**config.mk**
```make
export PLATFORM = sky130hd
export DESIGN_NAME = dram_read_dispatcher
export DESIGN_NICKNAME = d
export VERILOG_FILES = /design/src/rtl/dram_read_dispatcher.sv
export SDC_FILE = /design/constraint.sdc
export NUM_CORES = 1
export LEC_CHECK = 0
export ABC_AREA = 1
export CAP_MARGIN = 20
export CORE_ASPECT_RATIO = 0.8
export CORE_MARGIN = 5
export CORE_UTILIZATION = 53
export DETAILED_ROUTE_END_ITERATION = 16
export GPL_ROUTABILITY_DRIVEN = 0
export MAX_ROUTING_LAYER = met4
export PLACE_DENSITY = 0.77
export SYNTH_ARGS = -nofsm -noshare
export SYNTH_HDL_FRONTEND = slang
export SYNTH_SLANG_ARGS = --single-unit
```
**constraint.sdc**
```tcl
create_clock -name clk_dram_ctrl -period 8.2 [get_ports clk_dram_ctrl]
set_input_delay 1.23 -clock clk_dram_ctrl [delete_from_list [all_inputs] [get_ports clk_dram_ctrl]]
set_output_delay 1.23 -clock clk_dram_ctrl [all_outputs]
set_load 0.02 [all_outputs]
```
**src/rtl/dram_read_dispatcher.sv**
```systemverilog
// dram_read_dispatcher: turns sample read requests into tagged DRAM line reads and streams
// the returned lines back in request order, bounded by a credit counter.
module dram_read_dispatcher #(
  parameter int MAX_OUTSTANDING = 8,
  parameter int TAG_W = 4
) (
  input  logic                               clk_dram_ctrl,
  input  logic                               rst_n,
  input  logic                               s_axis_tvalid,
  output logic                               s_axis_tready,
  input  logic [39:0]                        s_axis_tdata,
  input  logic                               s_axis_tlast,
  output logic                               cmd_valid,
  input  logic                               cmd_ready,
  output logic [20:0]                        cmd_addr,
  output logic [TAG_W-1:0]                   cmd_tag,
  input  logic                               rsp_valid,
  input  logic [127:0]                       rsp_data,
  input  logic [TAG_W-1:0]                   rsp_tag,
  output logic                               m_axis_tvalid,
  input  logic                               m_axis_tready,
  output logic [127:0]                       m_axis_tdata,
  output logic [16:0]                        m_axis_tuser,
  output logic [$clog2(MAX_OUTSTANDING):0]   outstanding,
  output logic                               err_tag
);
  localparam int AW = $clog2(MAX_OUTSTANDING);
  localparam int PW = AW + 1;
  localparam int MW = TAG_W + 17;
  localparam int DW = 128 + 17;
  localparam logic [PW-1:0] MAX_C = PW'(MAX_OUTSTANDING);

  logic [PW-1:0]    outstanding_q, outstanding_d;
  logic [TAG_W-1:0] tag_ctr_q, tag_ctr_d;
  logic             cmd_valid_q, cmd_valid_d;
  logic [20:0]      cmd_addr_q, cmd_addr_d;
  logic [TAG_W-1:0] cmd_tag_q, cmd_tag_d;
  logic             err_tag_q, err_tag_d;
  logic [PW-1:0]    mwr_q, mwr_d, mrd_q, mrd_d, dwr_q, dwr_d, drd_q, drd_d;
  logic [MW-1:0]    meta_mem [MAX_OUTSTANDING];
  logic [DW-1:0]    data_mem [MAX_OUTSTANDING];
  logic [MW-1:0]    meta_head;
  logic             s_fire, m_fire, meta_empty, data_empty, push_data;
  logic             unused_ok;

  assign unused_ok = ^{s_axis_tlast, s_axis_tdata[39:38]};

  // Metadata entries are {tag, addr[2:0], sample_period}; a response pops one whether or not its tag matches
  always_comb begin
    meta_empty = mwr_q == mrd_q;
    data_empty = dwr_q == drd_q;
    meta_head = meta_mem[mrd_q[AW-1:0]];
    s_axis_tready = rst_n && outstanding_q < MAX_C && (!cmd_valid_q || cmd_ready);
    s_fire = s_axis_tvalid && s_axis_tready;
    m_fire = !data_empty && m_axis_tready;
    push_data = rsp_valid && !meta_empty;
    outstanding_d = outstanding_q + PW'(s_fire) - PW'(m_fire);
    tag_ctr_d = s_fire ? tag_ctr_q + TAG_W'(1) : tag_ctr_q;
    cmd_valid_d = s_fire || (cmd_valid_q && !cmd_ready);
    cmd_addr_d = s_fire ? s_axis_tdata[23:3] : cmd_addr_q;
    cmd_tag_d = s_fire ? tag_ctr_q : cmd_tag_q;
    err_tag_d = err_tag_q || (rsp_valid && (meta_empty || meta_head[MW-1 -: TAG_W] != rsp_tag));
    mwr_d = mwr_q + PW'(s_fire);
    mrd_d = mrd_q + PW'(push_data);
    dwr_d = dwr_q + PW'(push_data);
    drd_d = drd_q + PW'(m_fire);
  end

  always_ff @(posedge clk_dram_ctrl or negedge rst_n) begin
    if (!rst_n) begin
      outstanding_q <= '0;
      tag_ctr_q <= '0;
      cmd_valid_q <= 1'b0;
      cmd_addr_q <= '0;
      cmd_tag_q <= '0;
      err_tag_q <= 1'b0;
      mwr_q <= '0;
      mrd_q <= '0;
      dwr_q <= '0;
      drd_q <= '0;
    end else begin
      outstanding_q <= outstanding_d;
      tag_ctr_q <= tag_ctr_d;
      cmd_valid_q <= cmd_valid_d;
      cmd_addr_q <= cmd_addr_d;
      cmd_tag_q <= cmd_tag_d;
      err_tag_q <= err_tag_d;
      mwr_q <= mwr_d;
      mrd_q <= mrd_d;
      dwr_q <= dwr_d;
      drd_q <= drd_d;
    end
  end

  always_ff @(posedge clk_dram_ctrl) begin
    if (s_fire) meta_mem[mwr_q[AW-1:0]] <= {tag_ctr_q, s_axis_tdata[2:0], s_axis_tdata[37:24]};
    if (push_data) data_mem[dwr_q[AW-1:0]] <= {rsp_data, meta_head[16:0]};
  end

  assign cmd_valid = cmd_valid_q;
  assign cmd_addr = cmd_addr_q;
  assign cmd_tag = cmd_tag_q;
  assign m_axis_tvalid = !data_empty;
  assign {m_axis_tdata, m_axis_tuser} = data_mem[drd_q[AW-1:0]];
  assign outstanding = outstanding_q;
  assign err_tag = err_tag_q;
endmodule

```
==> results of run 1 <==
[synthesized netlist by cell type]
cell      instances
a21boi_1          1
a21boi_2          1
a21oi_1           3
a31oi_1         162
buf_1            17
buf_2            73
buf_4            49
buf_6             6
clkbuf_1        119
dfrtp_1          51
edfxtp_1       1328
fa_1              1
ha_1             13
inv_1            47
inv_2             6
nand2_1         150
nand3_1          28
nand3b_1          1
nand4_1           1
nor2_1         1159
nor3_1            2
o21ai_0         502
o21ai_1         149
o22ai_1         162
or2_2             1
xnor2_1           6
xor2_1           12
[tightest hold or removal path, stage by stage, from the launching register on]
cell and delay (ns):
dfrtp_1 0.34, inv_1 0.04, nand2_1 0.05
[kinds of logic after synthesis]
kind of cell | count (synthesis) | share of synthesized area [%]
AND/OR/NAND/NOR | 1342 | 9.52
XOR/XNOR | 18 | 0.295
buffers and inverters | 317 | 2.83
flip-flops | 1379 | 77.1
AO/OA/AOI/OAI | 980 | 9.96
adder cells (fa/ha/maj) | 14 | 0.342
[report_power, final]
group          internal [mW]  switching (mW)
logic                   3.02            5.98
clock network           3.36            2.57
registers               9.12           0.389
total                   15.5            8.94
[sequential cells by signal, summed over array words and instances (netlist names)]
name	cells
cmd_valid	1
mrd_q	4
outstanding	4
mwr_q	4
tag_ctr_q	4
dwr_q	4
cmd_tag	4
meta_mem	168
cmd_addr	21
drd_q	4
err_tag	1
data_mem	1160
[final cells by class]
class	count	area, µm²
sequential	1379	41200
antenna	24	60.1
multi-input combinational	2354	10800
clock inverter	73	737
timing repair buffer	399	4040
tap	1325	1660
clock buffer	167	3520
fill	7215	38100
inverter	53	221
[stage by stage]
step / total power, mW / setup TNS (ns) / util (%) / std cells / cell area (µm²)
floorplan: 15.4 / -28.64 / - / 4050 / 53400
global placement: 18.4 / 0 / 57.7 / 5510 / 57900
detailed placement: 18.6 / 0 / 57.7 / 5510 / 57900
CTS: 24.6 / 0 / 62.0 / 5750 / 62200
global route: 25.8 / 0 / 62.0 / 5770 / 62200
finish: 24.4 / 0 / 62.0 / 5774 / 62200
[worst min-delay path by stage]
stage	to	cells after the start
3_3_place_gp	err_tag	2
5_1_grt	err_tag	2
4_1_cts	err_tag	2
6_report	err_tag	2
2_1_floorplan	mrd_q[3]	1
3_5_place_dp	err_tag	2
[layer usage]
metal	track usage [%]	vias to the layer above	part of all wire (%)
li1	-	15300	-
met1	29.8	15900	42
met2	35.2	1168	47
met3	4.89	229	7.6
met4	8.79	0	3.4
met5	-	-	0
==> results.sh, run 1 <==
export IMPL_status="completed"
export IMPL_first_pass_iters=5
export IMPL_reg2reg_slack_ns=4.08
export IMPL_synth_cell_type_count=27
export IMPL_critPathMaxFanout=183
export IMPL_endpoint_kind="output pin"
export IMPL_critPathTopFamily="buffers and inverters"
export IMPL_synth_area_mm2=0.0534
export IMPL_worst_pin_slew_ns=1.44
export IMPL_path_clk_slew_ns=0.06
export IMPL_hold_violations=0
export IMPL_grt_pass1_wl_um=182000
export IMPL_grtUsageTotal_pct=22.7
export IMPL_wirelength_um=119000
export IMPL_cp_start_kind="flip-flop"
export IMPL_gr_total_overflow=0
export IMPL_wl_per_cell_um=20.7
export IMPL_setup_viol=0
export IMPL_postRouteAntennaNets=0
export IMPL_grt_pass1_vias=32000
export IMPL_setup_ws_ns=2.50
export IMPL_antenna_found_initial=19
export IMPL_grt_start_max_net_pins=238
export IMPL_synthCells=4050
export IMPL_cp_common_cell="nor2_1"
export IMPL_final_nets=4514
export IMPL_maxCapViolations=0
export IMPL_drt_iter0_drc=3096
export IMPL_synth_top_cell_area_share_pct=74.7
export IMPL_fp_dieW_um=365
export IMPL_clk_latency_ns=0.71
export IMPL_cp_arrival_ns=4.47
export IMPL_drc=0
export IMPL_path_buf_inv=3
export IMPL_hpwl_um=59400
export IMPL_rows=104
export IMPL_io_buffers=353
export IMPL_vias=32600
export IMPL_cp_slowest_cell="dfrtp_4"
export IMPL_via_per_inst=5.65
export IMPL_synth_area_leaders="edfxtp_1 75%, nor2_1 8.1%, o21ai_0 4.7%"
export IMPL_synth_nets=4243
export IMPL_cts_sinks=1379
export IMPL_start_util_pct=53.2
export IMPL_clock_root_buffer="clkbuf_16"
export IMPL_startpoint="drd_q[0]"
export IMPL_synth_seq_area_share_pct=77.1
export IMPL_tritoncts="yes"
export IMPL_final_max_slew_viol_count=0
export IMPL_cts_max_level=4
export IMPL_yosys_area_top_type="edfxtp_1"
export IMPL_ios=357
export IMPL_skew_ns=0.0340
export IMPL_cp_depth=7
export IMPL_worstPathRequired_ns=6.97
export IMPL_p_leak_nw=20.6
export IMPL_whs_ns=0.465
export IMPL_ys_seq_elements=1379
export IMPL_hp_start="err_tag"
export IMPL_worstReg2RegEnd="data_mem[0][129]"
export IMPL_ir_drop_mv=0.418
export IMPL_final_cell_mix="1328 x edfxtp_1, 1143 x nor2_1, 502 x o21ai_0"
export IMPL_crit_end="m_axis_tdata[56]"
export IMPL_cpPeakStageDelay_ns=0.77
export IMPL_preCtsSetupSlack_ns=3.25
export IMPL_die_area_mm2=0.107
export IMPL_post_cts_buffers=0
export IMPL_slew_headroom_pct=3.76
export IMPL_numCtsBuffers=134
export IMPL_criticalPathCategory="flip-flop to output pin"
export IMPL_cts_hold_buf=0
export IMPL_synth_area_per_cell_um2=13.2
export IMPL_clockBufferDepth=3
export IMPL_ctsResizeCount=0
export IMPL_r2r_start="mrd_q[0]"
export IMPL_yosysWarningCount=0
export IMPL_power_density_mw_per_mm2=393
export IMPL_fp_dieH_um=294
export IMPL_finalCriticalPeriod_ns=5.70
export IMPL_hold_path_class="flip-flop to flip-flop"
export IMPL_post_route_period_util_pct=69.5
export IMPL_final_common_cell="edfxtp_1"
export IMPL_path_cells="inv_8 > buf_12 > nor2_1 > o22ai_1 > nor2_1 > a31oi_1 > clkdlybuf4s50_1"
export IMPL_core_area_mm2=0.100
export IMPL_rsz0062_at_grt="false"
export IMPL_drive_above_1_share_pct=5.85
export IMPL_area_growth_pct=16.5
export IMPL_fmax_mhz=175
export IMPL_reg2regPathDepth=7
(Power assumes the default switching activity.)
==> run 2, diff against run 1 <==
--- a/config.mk
+++ b/config.mk
@@ -9,11 +9,11 @@
 export CAP_MARGIN = 20
 export CORE_ASPECT_RATIO = 0.8
 export CORE_MARGIN = 5
-export CORE_UTILIZATION = 53
+export CORE_UTILIZATION = 59
 export DETAILED_ROUTE_END_ITERATION = 16
 export GPL_ROUTABILITY_DRIVEN = 0
 export MAX_ROUTING_LAYER = met4
-export PLACE_DENSITY = 0.77
+export PLACE_DENSITY = 0.81
 export SYNTH_ARGS = -nofsm -noshare
 export SYNTH_HDL_FRONTEND = slang
 export SYNTH_SLANG_ARGS = --single-unit
==> constraint.sdc (replaced) <==
create_clock -name clk_dram_ctrl -period 5.65 [get_ports clk_dram_ctrl]
set_input_delay 0.8475 -clock clk_dram_ctrl [delete_from_list [all_inputs] [get_ports clk_dram_ctrl]]
set_output_delay 0.8475 -clock clk_dram_ctrl [all_outputs]
set_load 0.02 [all_outputs]
==> run 2 against run 1 <==
Against the previous run: clock skew shrank 0.013 ns; via count grew 2.9%; clock-buffer cell count shrank 1; clock power grew 44%; non-clock buffer count grew 46; sequential share of layout area shrank 0.34 points; utilization grew 7.8 points; register-to-register slack lost 1.9 ns.
==> results.sh, run 2 (synthesized netlist as in run 1, its figures left out) <==
export IMPL_status="completed"
export IMPL_tritoncts="yes"
export IMPL_wirelength_um=122000
export IMPL_first_pass_iters=6
export IMPL_place_area_mm2=0.0583
export IMPL_drive_above_1_share_pct=6.92
export IMPL_dp_cells=5431
export IMPL_antenna_found_initial=10
export IMPL_path_clk_slew_ns=0.06
export IMPL_hold_violations=0
export IMPL_clock_root_buffer="clkbuf_16"
export IMPL_p_total_mw=35.8
export IMPL_hpwl_um=64400
export IMPL_vias=33600
export IMPL_grt_start_max_net_pins=198
export IMPL_post_route_period_util_pct=87.2
export IMPL_preCtsSetupSlack_ns=1.47
export IMPL_final_cell_mix="1328 x edfxtp_1, 1143 x nor2_1, 502 x o21ai_0"
export IMPL_gr_total_overflow=0
export IMPL_power_density_mw_per_mm2=573
export IMPL_critPathMaxFanout=149
export IMPL_grtUsageTotal_pct=25.5
export IMPL_cts_hold_buf=0
export IMPL_clk_latency_ns=0.71
export IMPL_endpoint_kind="output pin"
export IMPL_wl_per_cell_um=21.5
export IMPL_criticalPathCategory="flip-flop to output pin"
export IMPL_maxCapViolations=0
export IMPL_rsz0062_at_grt="false"
export IMPL_die_area_mm2=0.0967
export IMPL_setup_ws_ns=0.722
export IMPL_final_nets=4557
export IMPL_fp_dieH_um=279
export IMPL_cp_start_kind="flip-flop"
export IMPL_final_max_slew_viol_count=0
export IMPL_fp_dieW_um=346
export IMPL_io_buffers=353
export IMPL_slew_headroom_pct=25.6
export IMPL_largest_reg_flops=1160
export IMPL_final_area_mm2=0.0625
export IMPL_via_per_inst=5.91
export IMPL_finalCriticalPeriod_ns=4.93
export IMPL_rows=98
export IMPL_skew_ns=0.0206
export IMPL_post_cts_buffers=0
export IMPL_cts_max_level=4
export IMPL_worst_pin_slew_ns=1.12
export IMPL_cts_sinks=1379
export IMPL_ctsResizeCount=0
export IMPL_grt_pass1_vias=32900
export IMPL_drt_iter0_drc=3747
export IMPL_ir_drop_mv=0.484
export IMPL_setup_viol=0
export IMPL_ios=357
export IMPL_postRouteAntennaNets=0
export IMPL_hold_path_class="primary input to asynchronous set/reset pin"
export IMPL_drc=0
export IMPL_core_area_mm2=0.0896
export IMPL_p_leak_nw=20.9
export IMPL_worstPathRequired_ns=4.80
export IMPL_grt_pass1_wl_um=187000
export IMPL_area_growth_pct=17.1
export IMPL_cp_arrival_ns=4.08
export IMPL_numCtsBuffers=131
export IMPL_layout_cells_non_filler=5684
export IMPL_start_util_pct=59.6
export IMPL_final_common_cell="edfxtp_1"
export IMPL_r2r_start="mrd_q[2]"
export IMPL_clockBufferDepth=3
export IMPL_startpoint="drd_q[0]"
export IMPL_whs_ns=0.255
export IMPL_reg2reg_slack_ns=2.20
export IMPL_fmax_mhz=203
-- run 2: worst paths after layout --
path	endpoint	cells past startpoint
min in group clk_dram_ctrl	cmd_addr[5]	2
max in group asynchronous	drd_q[1]	2
min reg2reg	cmd_addr[5]	2
max reg2reg	data_mem[5][86]	7
max	m_axis_tdata[121]	7
min	cmd_tag[3]	2
-- run 2: power by group --
group	switching [mW]	leakage, nW	internal (mW)
sequential	0.587	12.7	13.2
combinational	8.86	6.14	4.61
clock	3.67	2.05	4.87
-- run 2: cell type report --
| type | instances | area [µm²] |
|---|---|---|
| sequential | 1379 | 41200 |
| fill | 5620 | 27100 |
| multi-input combinational | 2354 | 10800 |
| timing repair buffer | 445 | 4590 |
| clock buffer | 166 | 3570 |
| tap | 1200 | 1500 |
| clock inverter | 71 | 633 |
| inverter | 53 | 221 |
| antenna | 16 | 40.0 |
-- run 2: metal layers --
layer | GRT usage (%) | routed length, µm | up-vias
li1 | - | - | 15400
met1 | 33.8 | 48000 | 16400
met2 | 40.8 | 60400 | 1536
met3 | 4.63 | 10400 | 240
met4 | 8.45 | 3130 | 0
met5 | - | 0 | -
-- run 2: metrics by stage --
step / util, % / TNS, ns
final: 69.8 / 0
after global placement: 65.0 / 0
after CTS: 69.7 / 0
after global routing: 69.8 / 0
after floorplan: - / -2542.94
after detailed placement: 65.0 / 0
-- run 2: critical path: stages (launching register included) --
cell,delay [ns]
dfrtp_4,0.75
inv_8,0.75
buf_4,0.44
o21ai_1,0.14
o22ai_1,0.21
nor2_1,0.06
a31oi_1,0.30
clkdlybuf4s50_1,0.68
